[src/rtl/sel_encoder_pkg.sv]
// Shared types and constants for the request selector.
// Holds the FSM state type, channel count and round-robin pick.
package sel_encoder_pkg;

  localparam int NCH = 4;
  localparam int CHW = 2;
  localparam int DEB_CYC_DEF = 4;
  localparam int CNT_W = 4;

  typedef enum logic [1:0] {
    ST_IDLE  = 2'd0,
    ST_OFFER = 2'd1,
    ST_GAP   = 2'd2
  } state_e;

  // First set request bit, searching upward from last+1 with wrap.
  function automatic logic [CHW-1:0] rr_pick(
    input logic [NCH-1:0] req,
    input logic [CHW-1:0] last
  );
    logic [CHW-1:0] idx;
    logic [CHW-1:0] pick;
    logic           found;
    pick  = last;
    found = 1'b0;
    for (int k = 1; k <= NCH; k++) begin
      idx = last + CHW'(k);
      if (!found && req[idx]) begin
        pick  = idx;
        found = 1'b1;
      end
    end
    return pick;
  endfunction

endpackage

[src/rtl/sel_encoder_debounce_ch.sv]
// One request channel: 2-flop sync, debounce, rise detect.
// Ports: clk, rst, b_i (raw), rise_o (one-cycle debounced 0->1).
module debounce_ch
  import sel_encoder_pkg::*;
#(
  parameter int DEB_CYC = DEB_CYC_DEF
) (
  input  logic clk,
  input  logic rst,
  input  logic b_i,
  output logic rise_o
);

  logic             sync1_q;
  logic             sync2_q;
  logic             level_q;
  logic             level_d;
  logic             prev_q;
  logic [CNT_W-1:0] cnt_q;
  logic [CNT_W-1:0] cnt_d;

  always_ff @(posedge clk or posedge rst) begin
    if (rst) begin
      sync1_q <= 1'b0;
      sync2_q <= 1'b0;
    end else begin
      sync1_q <= b_i;
      sync2_q <= sync1_q;
    end
  end

  // Any sample agreeing with the level restarts the count.
  always_comb begin
    level_d = level_q;
    cnt_d   = '0;
    if (sync2_q != level_q) begin
      if (cnt_q == CNT_W'(DEB_CYC - 1)) begin
        level_d = sync2_q;
      end else begin
        cnt_d = cnt_q + 1'b1;
      end
    end
  end

  always_ff @(posedge clk or posedge rst) begin
    if (rst) begin
      level_q <= 1'b0;
      cnt_q   <= '0;
      prev_q  <= 1'b0;
    end else begin
      level_q <= level_d;
      cnt_q   <= cnt_d;
      prev_q  <= level_q;
    end
  end

  assign rise_o = level_q & ~prev_q;

endmodule

[src/rtl/sel_encoder.sv]
// Debounced 4-way request encoder with round-robin offers.
// Ports: clk, rst, B1..B4 raw, ack in; S index, G valid, pend out.
module sel_encoder
  import sel_encoder_pkg::*;
#(
  parameter int DEB_CYC = DEB_CYC_DEF
) (
  input  logic           clk,
  input  logic           rst,
  input  logic           B1,
  input  logic           B2,
  input  logic           B3,
  input  logic           B4,
  input  logic           ack,
  output logic [CHW-1:0] S,
  output logic           G,
  output logic [NCH-1:0] pend
);

  logic [NCH-1:0] b_raw;
  logic [NCH-1:0] rise;

  state_e         state_q;
  state_e         state_d;
  logic [CHW-1:0] s_q;
  logic [CHW-1:0] s_d;
  logic           g_q;
  logic           g_d;
  logic [CHW-1:0] last_q;
  logic [CHW-1:0] last_d;
  logic [NCH-1:0] pend_q;
  logic [NCH-1:0] pend_d;
  logic           clr;
  logic [NCH-1:0] clr_mask;
  logic [CHW-1:0] pick;

  assign b_raw = {B4, B3, B2, B1};

  for (genvar i = 0; i < NCH; i++) begin : g_ch
    debounce_ch #(
      .DEB_CYC(DEB_CYC)
    ) u_ch (
      .clk   (clk),
      .rst   (rst),
      .b_i   (b_raw[i]),
      .rise_o(rise[i])
    );
  end

  assign pick = rr_pick(pend_q, last_q);

  // GAP takes the same arbitration decision IDLE would, so a
  // waiting request is offered after a single G=0 cycle.
  always_comb begin
    state_d = state_q;
    s_d     = s_q;
    g_d     = g_q;
    last_d  = last_q;
    clr     = 1'b0;
    unique case (state_q)
      ST_IDLE, ST_GAP: begin
        g_d     = 1'b0;
        state_d = ST_IDLE;
        if (|pend_q) begin
          s_d     = pick;
          g_d     = 1'b1;
          state_d = ST_OFFER;
        end
      end
      ST_OFFER: begin
        g_d = 1'b1;
        if (ack) begin
          clr     = 1'b1;
          last_d  = s_q;
          g_d     = 1'b0;
          state_d = ST_GAP;
        end
      end
      default: begin
        g_d     = 1'b0;
        state_d = ST_IDLE;
      end
    endcase
  end

  assign clr_mask = clr ? (NCH'(1) << s_q) : '0;

  // A rise on the acked channel wins over the clear.
  assign pend_d = (pend_q & ~clr_mask) | rise;

  always_ff @(posedge clk or posedge rst) begin
    if (rst) begin
      state_q <= ST_IDLE;
      s_q     <= '0;
      g_q     <= 1'b0;
      last_q  <= CHW'(NCH - 1);
      pend_q  <= '0;
    end else begin
      state_q <= state_d;
      s_q     <= s_d;
      g_q     <= g_d;
      last_q  <= last_d;
      pend_q  <= pend_d;
    end
  end

  assign S    = s_q;
  assign G    = g_q;
  assign pend = pend_q;

endmodule

[config.mk]
export PLATFORM = sky130hd
export DESIGN_NAME = sel_encoder
export DESIGN_NICKNAME = d
export VERILOG_FILES = /design/src/rtl/sel_encoder_pkg.sv /design/src/rtl/sel_encoder_debounce_ch.sv /design/src/rtl/sel_encoder.sv
export SDC_FILE = /design/constraint.sdc
export NUM_CORES = 1
export LEC_CHECK = 0
export CAP_MARGIN = 20
export CORE_UTILIZATION = 60
export CTS_CLUSTER_DIAMETER = 40
export DETAILED_ROUTE_END_ITERATION = 10
export GPL_TIMING_DRIVEN = 0
export PLACE_DENSITY = 0.82
export SYNTH_ARGS = -nofsm -noshare
export SYNTH_HDL_FRONTEND = slang
export SYNTH_SLANG_ARGS = --single-unit
export TNS_END_PERCENT = 100
[constraint.sdc]
create_clock -name clk -period 2.8 [get_ports clk]
set_input_delay 0.7 -clock clk [delete_from_list [all_inputs] [get_ports clk]]
set_output_delay 0.7 -clock clk [all_outputs]
set_load 0.02 [all_outputs]
* Yosys cells after proc, flatten, opt, wreduce, memory -nomap -nowiden
Index checks and enable logic that the tools add are counted.
** Operators by class
- Reductions and logical operators :: 15
- Add/subtract/negate cells :: 7
- Multiplexer cells :: 32
- Equality and inequality tests :: 11
- Shifts and indexed selects :: 1
- $lt $le $gt $ge :: 4
- Bitwise logic cells :: 11
** Operator list (number)
- two-way mux 4 bit :: 9
- adder 4 x 1 -> 4 bit (second input constant) :: 4
- equality test 4 x 2 -> 1 bit (second input constant) :: 4
- less-than comparator 2 x 3 -> 1 bit (second input constant) :: 4
- two-way mux 1 bit :: 12
- AND reduction 2 bit :: 6
- two-way mux 2 bit :: 5
- binary-select mux 1 bit (select 2 bit) :: 4
- adder 2 bit (second input constant) :: 2
- bitwise AND 1 bit :: 4
- bitwise AND 4 bit :: 1
- inequality test 1 bit :: 4
- NOT 1 bit :: 4
- NOT 4 bit :: 1
- bitwise OR 4 bit :: 1
- one-hot mux 2 bit (2 select lines) :: 1
- OR reduction 4 bit :: 1
- left shift 1 x 2 -> 4 bit (first input constant) :: 1
- logical AND 1 bit :: 3
- zero test 1 bit :: 3
- adder 2 x 1 -> 2 bit (second input constant) :: 1
- equality test 2 x 1 -> 1 bit (second input constant) :: 1
- equality test 2 bit (second input constant) :: 1
- zero test 2 bit :: 1
- 3 further kinds :: 3
** Word-level totals
- Input bits :: 7
- Logic and storage cells :: 106
- Register bits after elaboration :: 43

* Depth between registers and ports, before layout
- Word-level depth :: 13
- Gate-level depth with buffers :: 4
- Depth with buffers taken out :: 4

* By module
From an unflattened synthesis, not the netlist that was laid out.
** Unflattened totals
- Cells, all modules :: 147
- Area, all modules :: 1850.5 sq um
** By module, submodules not included
- debounce_ch :: times used 4, area each 321.6 sq um, cells an instance 23
- sel_encoder :: times used 1, area each 564.3 sq um, cells an instance 55

* Worst setup path after synthesis
OpenSTA, ideal clock, no wires.
- Kind :: reg-to-reg
- Start :: register pend_q[0] (netlist: pend[0])
- End :: register s_q[0] (netlist: S[0])
- Required time :: 2.671 ns
- Setup time :: 0.129 ns
- Slack :: 1.433 ns
- Path buffers :: 0
- Data arrival time :: 1.237 ns
- Stages on the path, launching flop included :: 4
- Cells stage by stage :: dfrtp_1 > nor4_2 > or2_4 > o41a_1
** Between the ends
- Cells in the longest elaborated chain, start to end :: 12
** RTL lines
- start: declaration :: line sel_encoder.sv:31 : logic [NCH-1:0] pend_q;
- start signal: assignment :: line sel_encoder.sv:103 : pend_q <= pend_d;
- binary-select mux 1 bit (select 2 bit) :: line sel_encoder_pkg.sv:28 : if (!found && req[idx]) begin
- two-way mux 1 bit (implied by the code) :: line sel_encoder_pkg.sv:28
- two-way mux 1 bit :: line sel_encoder_pkg.sv:28
- zero test 1 bit :: line sel_encoder_pkg.sv:28
- logical AND 1 bit :: line sel_encoder_pkg.sv:28
- two-way mux 1 bit :: line sel_encoder_pkg.sv:28
- zero test 1 bit :: line sel_encoder_pkg.sv:28
- logical AND 1 bit :: line sel_encoder_pkg.sv:28
- two-way mux 1 bit :: line sel_encoder_pkg.sv:28
- zero test 1 bit :: line sel_encoder_pkg.sv:28
- logical AND 1 bit :: line sel_encoder_pkg.sv:28
- two-way mux 2 bit :: line sel_encoder_pkg.sv:28
- end signal: assignment :: line sel_encoder.sv:94 : s_q <= '0;
- end signal: assignment :: line sel_encoder.sv:100 : s_q <= s_d;
- end: declaration :: line sel_encoder.sv:25 : logic [CHW-1:0] s_q;
Several ways; a longest one is shown, not always the timed one. The select of a mux whose other input is x is not followed.
A chain may end at the register's enable or synchronous reset.

* Worst setup path after layout
- Start :: register pend_q[2] (netlist: pend[2])
- End :: output pend[2]
** RTL lines
- end: declaration :: line sel_encoder.sv:17 : output logic [NCH-1:0] pend
No word-level cell between the ends.

==> impl_metrics.json <==
{
  "hold_buffers": 0,
  "cts_inserted_buffers": 5,
  "track_usage_pct": 19.41,
  "coreArea_um2": 2545,
  "worstMarginPinSlew_ps": 841.7,
  "die_area_um2": 2980,
  "reg2regPathDepth": 3,
  "fp-row-count": 18,
  "area_growth_pct": 14.25,
  "fin_tns_setup_ps": 0,
  "grt_pass1_wl_mm": 3.877,
  "p_per_area_nw_per_um2": 956.8,
  "clkLatencyLatePin_ps": 340,
  "final_area_um2": 1896,
  "die_h_um": 54.59,
  "synth_warnings": 0,
  "cts_tree": "yes",
  "internal_power_uw": 1215,
  "maxSlewHeadroom_pct": 43.81,
  "placed_cells": 178,
  "overflow": 0,
  "p_seq_share_pct": 53.0,
  "drc": 0,
  "peakVddDrop_v": 0.0007071,
  "grt_pass1_vias": 959,
  "p_leak_uw": 0.0008334,
  "layout-drive-gt1-share_pct": 8.974,
  "whs_ps": 358.6,
  "synth-seq-area-share_pct": 65.01,
  "crit_type": "flop to output port",
  "dp_hpwl_mm": 1.696,
  "start_kind": "flop",
  "cts_root_buf": "clkbuf_4",
  "cp_data_required_time_ps": 2100,
  "cts_max_path_buffers": 2,
  "drtPass1Iterations": 4,
  "synth_top_area_share_pct": 61.84,
  "rsz0062_at_grt": "no",
  "cts.sinks": 43,
  "fmax_mhz": 467.8,
  "syn-num-nets": 146,
  "wl_per_cell_um": 12.82,
  "grt_max_degree": 44,
  "switching_power_uw": 598.2,
  "final_cells": 186,
  "cpPeakStageDelay_ps": 630,
  "setup_viol": 0,
  "synth_area_um2": 1659,
  "avgSynthCellArea_um2": 12.29,
  "io_pins": 14,
  "start_util_pct": 65.19,
  "synthDistinctLibCells": 27,
  "crit_start": "pend[2]$_DFF_PP0_",
  "drt-initial-drc-count": 11,
  "layout_commonest_cell": "dfrtp_1",
  "clkTransAtPathRegs_ps": 110,
  "status": "finished, final reports clean",
  "synth_area_leaders": "dfrtp_1 (62%), o21ai_0 (4.2%), dfstp_2 (3.2%), ha_1 (3.0%), nand2b_1 (2.6%)",
  "port_buffers": 13,
  "min_period_over_period_pct": 76.35,
  "cts_setup_buffers": 0,
  "final_cell_mix": "dfrtp_1 (41), o21ai_0 (14), clkdlybuf4s50_1 (13)",
  "die_w_um": 54.59,
  "ant_nets": 0,
  "hold_viol_final": 0,
  "route.vias.total": 1023,
  "crit_chain": "clkdlybuf4s50_1",
  "ys_ff_latch": 43,
  "synthesis.instances": 135,
  "yosysTopAreaCell": "dfrtp_1",
  "reg2reg_slack_ps": 1480,
  "finClkSkew_ps": 6.227,
  "postCtsResizedCells": 0,
  "r2r_start": "pend[1]$_DFF_PP0_",
  "final_max_slew_viol_count": 0,
  "p_sw_share_pct": 32.98,
  "antenna_found_initial": 0,
  "critPathCaptureType": "output port",
  "diodes": 0,
  "cp_slowest_cell": "clkdlybuf4s50_1",
  "endpoint": "pend[2]",
  "worstReg2RegEnd": "S[0]$_DFFE_PP0P_",
  "placed_area_um2": 1827,
  "cp_max_fo": 6,
  "cp.arrival_ps": 1440,
  "clkPwrFrac_pct": 18.0,
  "fillers": 160,
  "finalWeightedCongestion": 0.8288,
  "hp-class": "flop to flop",
  "maxCapViolCount": 0,
  "vias_per_cell": 5.500,
  "cts_max_level": 2,
  "combPwrFrac_pct": 29.0,
  "nets": 166,
  "critPathBufInv": 1,
  "cp_top_family": "buffers and inverters",
  "final.min_clock_period_ps": 2138,
  "cp.depth": 1,
  "wl_mm": 2.384
}
## layer usage
metal / track usage, % / wire [µm]
met1: 21.91 / 1098
met2: 31.53 / 1141
met3: 9.167 / 105
met4: 7.692 / 39
met5: 0 / 0
## power by group through the flow
stage	logic, µW	registers [µW]	clock network [µW]
3_3_place_gp	504	961	0
6_report	527	961	326
4_1_cts	534	962	339
3_5_place_dp	529	976	0
2_1_floorplan	300	995	0
5_1_grt	583	988	365
## synth_stat cells
cell,instances
nor4_2,1
mux2_2,1
a21oi_1,5
nand3_1,4
dfstp_2,2
dfrtp_1,41
nor2b_1,4
nor3b_1,5
nor3_1,4
nand2_1,8
xor2_1,4
o21ai_0,14
a21boi_0,1
xnor2_1,4
o21bai_1,1
nand3b_1,4
or2b_1,1
o211a_1,1
o41a_1,1
nand2b_1,7
ha_1,4
nor2_1,5
nand4b_1,1
or2_4,1
inv_1,7
o31ai_1,3
or2_2,1
## state kept, by name, indices dropped and copies added, names as in the netlist
register	flops
last_q	2
pend	4
g_ch.u_ch.sync2_q	4
g_ch.u_ch.cnt_q	16
g_ch.u_ch.sync1_q	4
g_ch.u_ch.level_q	4
S	2
g_ch.u_ch.prev_q	4
state_q	2
G	1
## area by class of cell
cell class                 instances  area [µm²]  area share, %
clock buffer                       8       68.82          3.630
inverter                           7       26.28          1.386
multi-input combinational         85       554.3          29.24
sequential                        43        1079          56.90
tap                               30       37.54          1.980
timing repair buffer              13       130.1          6.865
## kinds of logic after synthesis
| logic type | synth area share (%) |
|---|---|
| DFF | 65.01 |
| AOI/OAI and AO/OA | 9.276 |
| buffers and inverters | 1.584 |
| muxes | 0.6787 |
| xor gates and xnor gates | 4.223 |
| adders and majority gates | 3.017 |
| and+or+nand+nor | 16.21 |
## worst min path at each step
| stage | end | cells past startpoint | start | slack [ps] |
|---|---|---|---|---|
| 6_report | g_ch[0].u_ch.sync2_q$_DFF_PP0_ | 0 | g_ch[0].u_ch.sync1_q$_DFF_PP0_ | 360 |
| 3_5_place_dp | g_ch[0].u_ch.sync2_q$_DFF_PP0_ | 0 | g_ch[0].u_ch.sync1_q$_DFF_PP0_ | 340 |
| 2_1_floorplan | g_ch[0].u_ch.sync2_q$_DFF_PP0_ | 0 | g_ch[0].u_ch.sync1_q$_DFF_PP0_ | 330 |
| 3_3_place_gp | g_ch[0].u_ch.sync2_q$_DFF_PP0_ | 0 | g_ch[0].u_ch.sync1_q$_DFF_PP0_ | 330 |
| 5_1_grt | g_ch[3].u_ch.sync2_q$_DFF_PP0_ | 0 | g_ch[3].u_ch.sync1_q$_DFF_PP0_ | 370 |
| 4_1_cts | g_ch[3].u_ch.sync2_q$_DFF_PP0_ | 0 | g_ch[3].u_ch.sync1_q$_DFF_PP0_ | 360 |
## metrics by stage
step	setup WS (ps)	utilization (%)	power [µW]
2_1_floorplan	1101	-	1295
3_3_place_gp	361.4	71.78	1465
3_5_place_dp	881.3	71.78	1505
4_1_cts	648.5	74.48	1835
5_1_grt	570.5	74.48	1936
6_report	662.3	74.48	1814
## worst reg2reg max path, stage by stage (launching register included)
cell and delay (ps):
dfrtp_1 450, nor4_2 90, or2_4 250, o41a_1 420
Power figures use the tool's default switching activity.
